<file path="src/rtl/bbox_resample.sv">
// -----------------------------------------------------------------------------
// bbox_resample
//
// Purpose:
//   Re-reads the source image RAM over a previously found bounding box and
//   resamples the boxed region onto an OUT_N x OUT_N nearest-neighbour grid.
//   Each sample is thresholded to one bit and written into a tile RAM. Sample
//   coordinates come from running sums (px = i*w, py = j*h) scaled down by a
//   power-of-two shift, so there are no multipliers or dividers.
//
// Handshake:
//   start is a one-cycle request, accepted only while the FSM is in IDLE or
//   DONE. The box inputs are captured on the accepted edge and may change
//   afterwards. busy is high from acceptance to completion; done is a level
//   that stays high until the next accepted start; err qualifies done.
//
// Ports:
//   CLOCK_50   in   rising-edge clock
//   KEY[3]     in   asynchronous active-low reset (KEY[2:0] unused)
//   start      in   run request
//   xMin..yMax in   inclusive box corners
//   src_addr   out  source read address {sy, sx}
//   src_data   in   synchronous RAM data, valid one cycle after src_addr
//   tile_we    out  tile write strobe, one cycle per sample
//   tile_addr  out  tile address {j, i}
//   tile_bit   out  thresholded sample
//   busy       out  run in progress
//   done       out  run finished
//   err        out  degenerate box (xMax<xMin or yMax<yMin)
// -----------------------------------------------------------------------------
module bbox_resample #(
    parameter int SRC_W  = 128,
    parameter int SRC_H  = 128,
    parameter int PIX_W  = 8,
    parameter int OUT_N  = 16,
    parameter int THRESH = 128
) (
    input  logic                           CLOCK_50,
    input  logic [3:0]                     KEY,
    input  logic                           start,
    input  logic [$clog2(SRC_W)-1:0]       xMin,
    input  logic [$clog2(SRC_W)-1:0]       yMin,
    input  logic [$clog2(SRC_W)-1:0]       xMax,
    input  logic [$clog2(SRC_W)-1:0]       yMax,
    output logic [$clog2(SRC_W*SRC_H)-1:0] src_addr,
    input  logic [PIX_W-1:0]               src_data,
    output logic                           tile_we,
    output logic [2*$clog2(OUT_N)-1:0]     tile_addr,
    output logic                           tile_bit,
    output logic                           busy,
    output logic                           done,
    output logic                           err
);

    localparam int CW    = $clog2(SRC_W);        // coordinate width
    localparam int LN    = $clog2(OUT_N);        // tile index width
    localparam int ACC_W = CW + LN;              // running-sum width
    localparam int AW    = $clog2(SRC_W*SRC_H);  // source address width
    localparam int RW    = AW - CW;              // row part of the address
    localparam int TW    = 2 * LN;               // tile address width

    typedef enum logic [2:0] {
        S_IDLE  = 3'd0,
        S_CHECK = 3'd1,
        S_ADDR  = 3'd2,
        S_WAIT  = 3'd3,
        S_WRITE = 3'd4,
        S_DONE  = 3'd5
    } state_t;

    logic rst_n;
    assign rst_n = KEY[3];

    // KEY[2:0] have no function in this block.
    logic unused_keys;
    assign unused_keys = ^KEY[2:0];

    state_t            state_q,    state_d;
    logic [CW-1:0]     x_min_q,    x_min_d;
    logic [CW-1:0]     y_min_q,    y_min_d;
    logic [CW-1:0]     x_max_q,    x_max_d;
    logic [CW-1:0]     y_max_q,    y_max_d;
    logic [CW:0]       w_q,        w_d;
    logic [CW:0]       h_q,        h_d;
    logic [LN-1:0]     i_q,        i_d;
    logic [LN-1:0]     j_q,        j_d;
    logic [ACC_W-1:0]  px_q,       px_d;
    logic [ACC_W-1:0]  py_q,       py_d;
    logic [AW-1:0]     src_addr_q, src_addr_d;
    logic              tile_we_q,  tile_we_d;
    logic [TW-1:0]     tile_addr_q, tile_addr_d;
    logic              tile_bit_q, tile_bit_d;
    logic              busy_q,     busy_d;
    logic              done_q,     done_d;
    logic              err_q,      err_d;

    // Raster step from the current sample to the next one. The source address
    // of the next sample is formed from these stepped values so that src_addr
    // is already stable for the whole ADDR cycle.
    logic              last_col;
    logic              last_pix;
    logic [LN-1:0]     i_n;
    logic [LN-1:0]     j_n;
    logic [ACC_W-1:0]  px_n;
    logic [ACC_W-1:0]  py_n;
    logic [CW-1:0]     sx_n;
    logic [CW-1:0]     sy_n;
    logic [CW:0]       w_calc;
    logic [CW:0]       h_calc;
    logic              box_bad;

    assign last_col = (i_q == LN'(OUT_N - 1));
    assign last_pix = last_col && (j_q == LN'(OUT_N - 1));
    assign i_n      = last_col ? '0 : i_q + 1'b1;
    assign j_n      = last_col ? j_q + 1'b1 : j_q;
    assign px_n     = last_col ? '0 : px_q + ACC_W'(w_q);
    assign py_n     = last_col ? py_q + ACC_W'(h_q) : py_q;
    // Dropping the low LN bits divides by OUT_N; the result stays within
    // the box because (OUT_N-1)*w/OUT_N < w.
    assign sx_n     = x_min_q + px_n[ACC_W-1:LN];
    assign sy_n     = y_min_q + py_n[ACC_W-1:LN];

    assign w_calc   = {1'b0, x_max_q} - {1'b0, x_min_q} + 1'b1;
    assign h_calc   = {1'b0, y_max_q} - {1'b0, y_min_q} + 1'b1;
    assign box_bad  = (x_max_q < x_min_q) || (y_max_q < y_min_q);

    always_ff @(posedge CLOCK_50 or negedge rst_n) begin
        if (!rst_n) begin
            state_q     <= S_IDLE;
            x_min_q     <= '0;
            y_min_q     <= '0;
            x_max_q     <= '0;
            y_max_q     <= '0;
            w_q         <= '0;
            h_q         <= '0;
            i_q         <= '0;
            j_q         <= '0;
            px_q        <= '0;
            py_q        <= '0;
            src_addr_q  <= '0;
            tile_we_q   <= 1'b0;
            tile_addr_q <= '0;
            tile_bit_q  <= 1'b0;
            busy_q      <= 1'b0;
            done_q      <= 1'b0;
            err_q       <= 1'b0;
        end else begin
            state_q     <= state_d;
            x_min_q     <= x_min_d;
            y_min_q     <= y_min_d;
            x_max_q     <= x_max_d;
            y_max_q     <= y_max_d;
            w_q         <= w_d;
            h_q         <= h_d;
            i_q         <= i_d;
            j_q         <= j_d;
            px_q        <= px_d;
            py_q        <= py_d;
            src_addr_q  <= src_addr_d;
            tile_we_q   <= tile_we_d;
            tile_addr_q <= tile_addr_d;
            tile_bit_q  <= tile_bit_d;
            busy_q      <= busy_d;
            done_q      <= done_d;
            err_q       <= err_d;
        end
    end

    always_comb begin
        state_d     = state_q;
        x_min_d     = x_min_q;
        y_min_d     = y_min_q;
        x_max_d     = x_max_q;
        y_max_d     = y_max_q;
        w_d         = w_q;
        h_d         = h_q;
        i_d         = i_q;
        j_d         = j_q;
        px_d        = px_q;
        py_d        = py_q;
        src_addr_d  = src_addr_q;
        tile_we_d   = 1'b0;
        tile_addr_d = tile_addr_q;
        tile_bit_d  = tile_bit_q;
        busy_d      = busy_q;
        done_d      = done_q;
        err_d       = err_q;

        case (state_q)
            S_IDLE, S_DONE: begin
                if (start) begin
                    state_d = S_CHECK;
                    x_min_d = xMin;
                    y_min_d = yMin;
                    x_max_d = xMax;
                    y_max_d = yMax;
                    i_d     = '0;
                    j_d     = '0;
                    px_d    = '0;
                    py_d    = '0;
                    busy_d  = 1'b1;
                    done_d  = 1'b0;
                    err_d   = 1'b0;
                end
            end

            S_CHECK: begin
                if (box_bad) begin
                    state_d = S_DONE;
                    busy_d  = 1'b0;
                    done_d  = 1'b1;
                    err_d   = 1'b1;
                end else begin
                    state_d    = S_ADDR;
                    w_d        = w_calc;
                    h_d        = h_calc;
                    // First sample sits at the top-left corner of the box.
                    src_addr_d = {RW'(y_min_q), x_min_q};
                end
            end

            S_ADDR: begin
                state_d = S_WAIT;
            end

            S_WAIT: begin
                // The RAM word for src_addr is on src_data now; capture it
                // together with the strobe so the write cycle is a pure flop.
                state_d     = S_WRITE;
                tile_we_d   = 1'b1;
                tile_addr_d = {j_q, i_q};
                tile_bit_d  = (src_data >= PIX_W'(THRESH));
            end

            S_WRITE: begin
                if (last_pix) begin
                    state_d = S_DONE;
                    busy_d  = 1'b0;
                    done_d  = 1'b1;
                end else begin
                    state_d    = S_ADDR;
                    i_d        = i_n;
                    j_d        = j_n;
                    px_d       = px_n;
                    py_d       = py_n;
                    src_addr_d = {RW'(sy_n), sx_n};
                end
            end

            default: begin
                state_d = S_IDLE;
            end
        endcase
    end

    assign src_addr  = src_addr_q;
    assign tile_we   = tile_we_q;
    assign tile_addr = tile_addr_q;
    assign tile_bit  = tile_bit_q;
    assign busy      = busy_q;
    assign done      = done_q;
    assign err       = err_q;

endmodule
</file>
<file path="config.mk">
export PLATFORM = sky130hd
export DESIGN_NAME = bbox_resample
export DESIGN_NICKNAME = d
export VERILOG_FILES = /design/src/rtl/bbox_resample.sv
export SDC_FILE = /design/constraint.sdc
export NUM_CORES = 1
export LEC_CHECK = 0
export BUFFER_PORTS_ARGS = -buffer_cell sky130_fd_sc_hd__buf_2
export CAP_MARGIN = 5
export CORE_MARGIN = 2
export CORE_UTILIZATION = 59
export DETAILED_ROUTE_END_ITERATION = 10
export PLACE_DENSITY = 0.78
export RECOVER_POWER = 50
export SLEW_MARGIN = 30
export SYNTH_ARGS = -nofsm -noshare
export SYNTH_HDL_FRONTEND = slang
export SYNTH_SLANG_ARGS = --single-unit
</file>
<file path="constraint.sdc">
create_clock -name CLOCK_50 -period 4.9 [get_ports CLOCK_50]
set_clock_uncertainty 0.05 [all_clocks]
set_input_delay 0.98 -clock CLOCK_50 [delete_from_list [all_inputs] [get_ports CLOCK_50]]
set_output_delay 0.98 -clock CLOCK_50 [all_outputs]
set_load 0.02 [all_outputs]
</file>
Yosys cells after proc, flatten, opt, wreduce, memory -nomap -nowiden
Cells that the tools add are included.
{"block": "classes", "add_sub_neg": 10, "magnitude_cmp": 3, "eq_ne": 13, "muxes": 31, "bitwise": 1, "n_reduce_logical": 15}
{"cell": "$mux W11", "n": 5}
{"cell": "$pmux W11 S2", "n": 2}
{"cell": "$mux W14", "n": 2}
{"cell": "$pmux W14 S2", "n": 1}
{"cell": "$add A11 B8 Y11", "n": 2}
{"cell": "$mux W4", "n": 5}
{"cell": "$add A8 B1 Y8 const B", "n": 2}
{"cell": "$pmux W4 S2", "n": 2}
{"cell": "$sub A7 B7 Y8", "n": 2}
{"cell": "$pmux W3 S5", "n": 1}
{"cell": "$add A7 B7 Y7", "n": 2}
{"cell": "$lt A7 B7 Y1", "n": 2}
{"cell": "$ne A2 B2 Y1 const B", "n": 6}
{"cell": "$mux W3", "n": 3}
{"cell": "$reduce_and A3 Y1", "n": 3}
{"cell": "$add A4 B1 Y4 const B", "n": 2}
{"cell": "$eq A4 B4 Y1 const B", "n": 2}
{"cell": "$ge A8 B8 Y1 const B", "n": 1}
{"cell": "$reduce_and A4 Y1", "n": 2}
{"cell": "$mux W1", "n": 7}
{"cell": "$eq A3 B2 Y1 const B", "n": 2}
{"cell": "$eq A3 B3 Y1 const B", "n": 2}
{"cell": "$pmux W1 S3", "n": 2}
{"cell": "$reduce_bool A2 Y1", "n": 3}
{"cell": "9 further kinds", "n": 10}
{"block": "word_totals", "regBits": 104, "in_bits": 42, "output_inout_bits": 27, "wordCells": 92}

Longest topological paths before layout
{"block": "logic_depth", "word_depth": 5, "mapped_depth": 18, "mapped_depth_nobuf": 18}

Worst setup path before layout
No wires, ideal clock.
{"block": "synth_timing", "path_type": "register -> register", "startpoint": "register w_q[0]", "endpoint": "register src_addr_q[6] (netlist: src_addr[6])", "setup_ns": 0.137, "arrival_ns": 3.209, "required_time_ns": 4.713, "slack_ns": 1.503, "path_stages_with_launch": 17, "n_path_buf": 0, "period_less_slack_ns": 3.397, "path_cell_list": "dfrtp_1 > ha_1 > fa_1 > a211oi_1 > o21ai_0 > a21o_1 > a21oi_1 > xor2_1 > nor2_1 > ha_1 > o21a_1 > o31a_1 > o21ai_1 > a22oi_1 > nor3b_1 > xnor2_1 > a21oi_1"}
{"block": "synth_between", "elab_chain_len": 5}
{"element": "start: declaration", "line": "83", "text": "logic [CW:0] w_q, w_d;"}
{"element": "start signal: assignment", "line": "153", "text": "w_q <= w_d;"}
{"element": "$add A11 B8 Y11", "line": "116", "text": "assign px_n = last_col ? '0 : px_q + ACC_W'(w_q);"}
{"element": "$mux W11", "line": "116"}
{"element": "$add A7 B7 Y7", "line": "120", "text": "assign sx_n = x_min_q + px_n[ACC_W-1:LN];"}
{"element": "$mux W14", "line": "236", "text": "if (last_pix) begin"}
{"element": "$pmux W14 S2", "line": "189", "text": "case (state_q)"}
{"element": "end signal: assignment", "line": "159", "text": "src_addr_q <= src_addr_d;"}
{"element": "end: declaration", "line": "89", "text": "logic [AW-1:0] src_addr_q, src_addr_d;"}
Every way passes these cells. The select of a mux whose other input is x is not followed.
A chain may end at the register's enable or synchronous reset.

Worst setup path in the final report
Same ends and word-level chain as after synthesis.

==> qor.yml <==
cts_repair_resize_count: 0
grt_pass1_wl_um: 24500
worst_ep_required_time_ns: 5.08
ios: 69
final_hold_viol_count: 0
core.rowCount: 37
finalCoreUtilization: 0.670
dieArea_mm2: 0.0115
grt_usage: 0.271
antenna_found_initial: 0
yosysTopAreaCell: "dfrtp_1"
clock_power_share: 0.107
synth_top_area_share: 0.414
dp_hpwl_um: 10400
cts_tree: "built"
synth-async-reset-ratio: 1.00
start_util: 0.609
rsz0062_at_grt: "no"
cts.htree.levels: 3
tightest_slew_ns: 3.30
dieWidth_um: 107
p_sw_frac: 0.467
vias_per_cell: 5.70
drv_slew: 72
yosysWarnings: 0
syn_avg_cell_area_um2: 9.26
power.switching_uw: 2230
synth_cell_types: 52
fin_crit_ns: 3.98
drc: 0
nets: 849
antenna_cells: 0
crit_path_cell_trace: "ha_1, fa_1, a211oi_1, o21ai_0, a21o_1, a21oi_1, xor2_1, nor2_1, ha_1, o21a_1, o31a_1, o21ai_1, a22oi_1, nor3b_1, xnor2_1, a21oi_1"
seq_power_share: 0.304
routed_wl_um: 14200
synth_edf_count: 0
seq_area_frac_synth: 0.414
grt_pass1_vias: 5121
setup_viol: 0
final_common_cell: "dfrtp_1"
violations: "max-capacitance violations, max-slew violations"
maxSlewHeadroom: -1.20
wl_per_cell_um: 16.2
areaGrowthSynthToFinish_pct: 9.95
peakVddDrop_mv: 0.334
period_share: 0.813
hold_class: "flop to flop"
initialDrtViolationCount: 257
p_comb_frac: 0.589
cp_num_buf_inv: 0
status: "complete, but fails checks"
cts_setup_buffers: 0
p_int_uw: 2540
critPathTopFamily: "compound AO/OA/AOI/OAI gates"
end_kind: "flop"
gp_congestion: 0.865
grt-ovfl-total: 0
design.core.area_mm2: 0.0103
root_buffer: "clkbuf_8"
synthFlopType: "dfrtp_1"
io_buffer_count: 58
synth.area.top_cells: "dfrtp_1 41%, ha_1 12%, nand2_1 6.1%, o21ai_0 4.9%, a21oi_1 4.3%"
via_count: 5003
antenna_left: 0
max-cap-violations: 1
startpoint_type: "flop"
cts_num_sinks: 104
power_density_mw_per_mm2: 689
clk_pin_slew_worst_paths_ns: 0.10
fin_tns_setup_ns: 0
synth_nets: 792
ys_seq_elements: 104
worstPathMaxFanout: 3
drive_gt1_frac: 0.138
grt_start_max_net_pins: 72
chipHeight_um: 107
p_leak_uw: 0.00338
ctsLongestPathBuffers: 2
ctsHoldBuffers: 0
layout_common_cells: "104 x dfrtp_1, 102 x nand2_1, 61 x o21ai_0, 61 x ha_1"
criticalPathCategory: "flop to flop"
arrival_ns: 4.16
clk_latency_ns: 0.37
cpPeakStageDelay_ns: 0.43
netlist_area_mm2: 0.00629
syn_inst: 679
slowest_stage: "fa_1"
drtPass1Iterations: 5
fmax_mhz: 251
cts_buffers: 9
[sequential cells by signal, indices dropped and copies added (netlist names)]
name	flops
j_q	4
state_q	3
tile_bit	1
done	1
y_max_q	7
y_min_q	7
w_q	8
tile_we	1
px_q	11
busy	1
x_min_q	7
i_q	4
py_q	11
x_max_q	7
h_q	8
err	1
tile_addr	8
src_addr	14
[layer usage]
metal  track usage  routed length [µm]  up-vias
li1              -                   -     2431
met2         0.438                6570      171
met3        0.0444                 885       33
met1         0.374                6410     2368
met4        0.0909                 315        0
met5             0                   0        -
[stage by stage]
| step | total power [µW] | instance area (µm²) | instances | hold slack [ns] | worst slack [ns] |
|---|---|---|---|---|---|
| 2_1_floorplan | 3480 | 6290 | 679 | 0.400 | 1.50 |
| 3_3_place_gp | 4080 | 6730 | 861 | 0.408 | 1.08 |
| 3_5_place_dp | 4210 | 6730 | 861 | 0.413 | 1.01 |
| 4_1_cts | 4760 | 6920 | 877 | 0.436 | 0.926 |
| 5_1_grt | 5210 | 6910 | 877 | 0.460 | 0.362 |
| 6_report | 4770 | 6910 | 877 | 0.433 | 0.918 |
[final timing paths]
check	from	slack, ns	cells after the start	endpoint
max reg2reg	w_q[0]	0.92	16	src_addr[6]
max	w_q[0]	0.92	16	src_addr[6]
min in group asynchronous	KEY[3]	1.86	1	px_q[0]
min	done	0.43	1	done
min reg2reg	done	0.43	1	done
max in group asynchronous	KEY[3]	1.07	1	py_q[7]
[worst reg2reg max path: stages, from the launching register on]
cell and delay, ns:
dfrtp_1 0.41, ha_1 0.24, fa_1 0.43, a211oi_1 0.31
o21ai_0 0.19, a21o_1 0.21, a21oi_1 0.28, xor2_1 0.19
nor2_1 0.06, ha_1 0.33, o21a_1 0.12, o31a_1 0.12
o21ai_1 0.20, a22oi_1 0.10, nor3b_1 0.36, xnor2_1 0.17
a21oi_1 0.08
[Yosys cell counts (all sizes together), types with 7 or more instances]
| cell type | instances |
|---|---|
| nor2b | 7 |
| a21o | 11 |
| o21bai | 7 |
| inv | 52 |
| dfrtp | 104 |
| ha | 61 |
| clkbuf | 11 |
| xor2 | 7 |
| nor2 | 51 |
| o21ai | 66 |
| nand2 | 102 |
| xnor2 | 24 |
| nand3 | 18 |
| a21oi | 56 |
| buf | 9 |
| mux2 | 16 |
| fa | 10 |
[power by group through the flow]
stage	combinational, µW	clock, µW	sequential (µW)
after floorplan	2010	0	1470
after global placement	2640	0	1440
after detailed placement	2750	0	1460
after CTS	2800	516	1440
after global routing	3170	553	1490
final	2810	511	1450
[layout make-up]
cell class | instances | area (µm²)
fillers | 849 | 3410
repair buffers | 66 | 352
multi-input cells | 503 | 3410
clock inverters | 4 | 28.8
well taps | 136 | 170
clock buffers | 12 | 155
flip-flops and latches | 104 | 2600
inverters | 52 | 198
[kinds of logic after synthesis]
logic type	after synthesis	synth area share
xor+xnor	32	0.0470
compound gates	171	0.162
fa+ha+maj	71	0.153
buf+inv	72	0.0450
simple gates	211	0.147
flops	104	0.414
mux	18	0.0318
(Power assumes the default switching activity.)
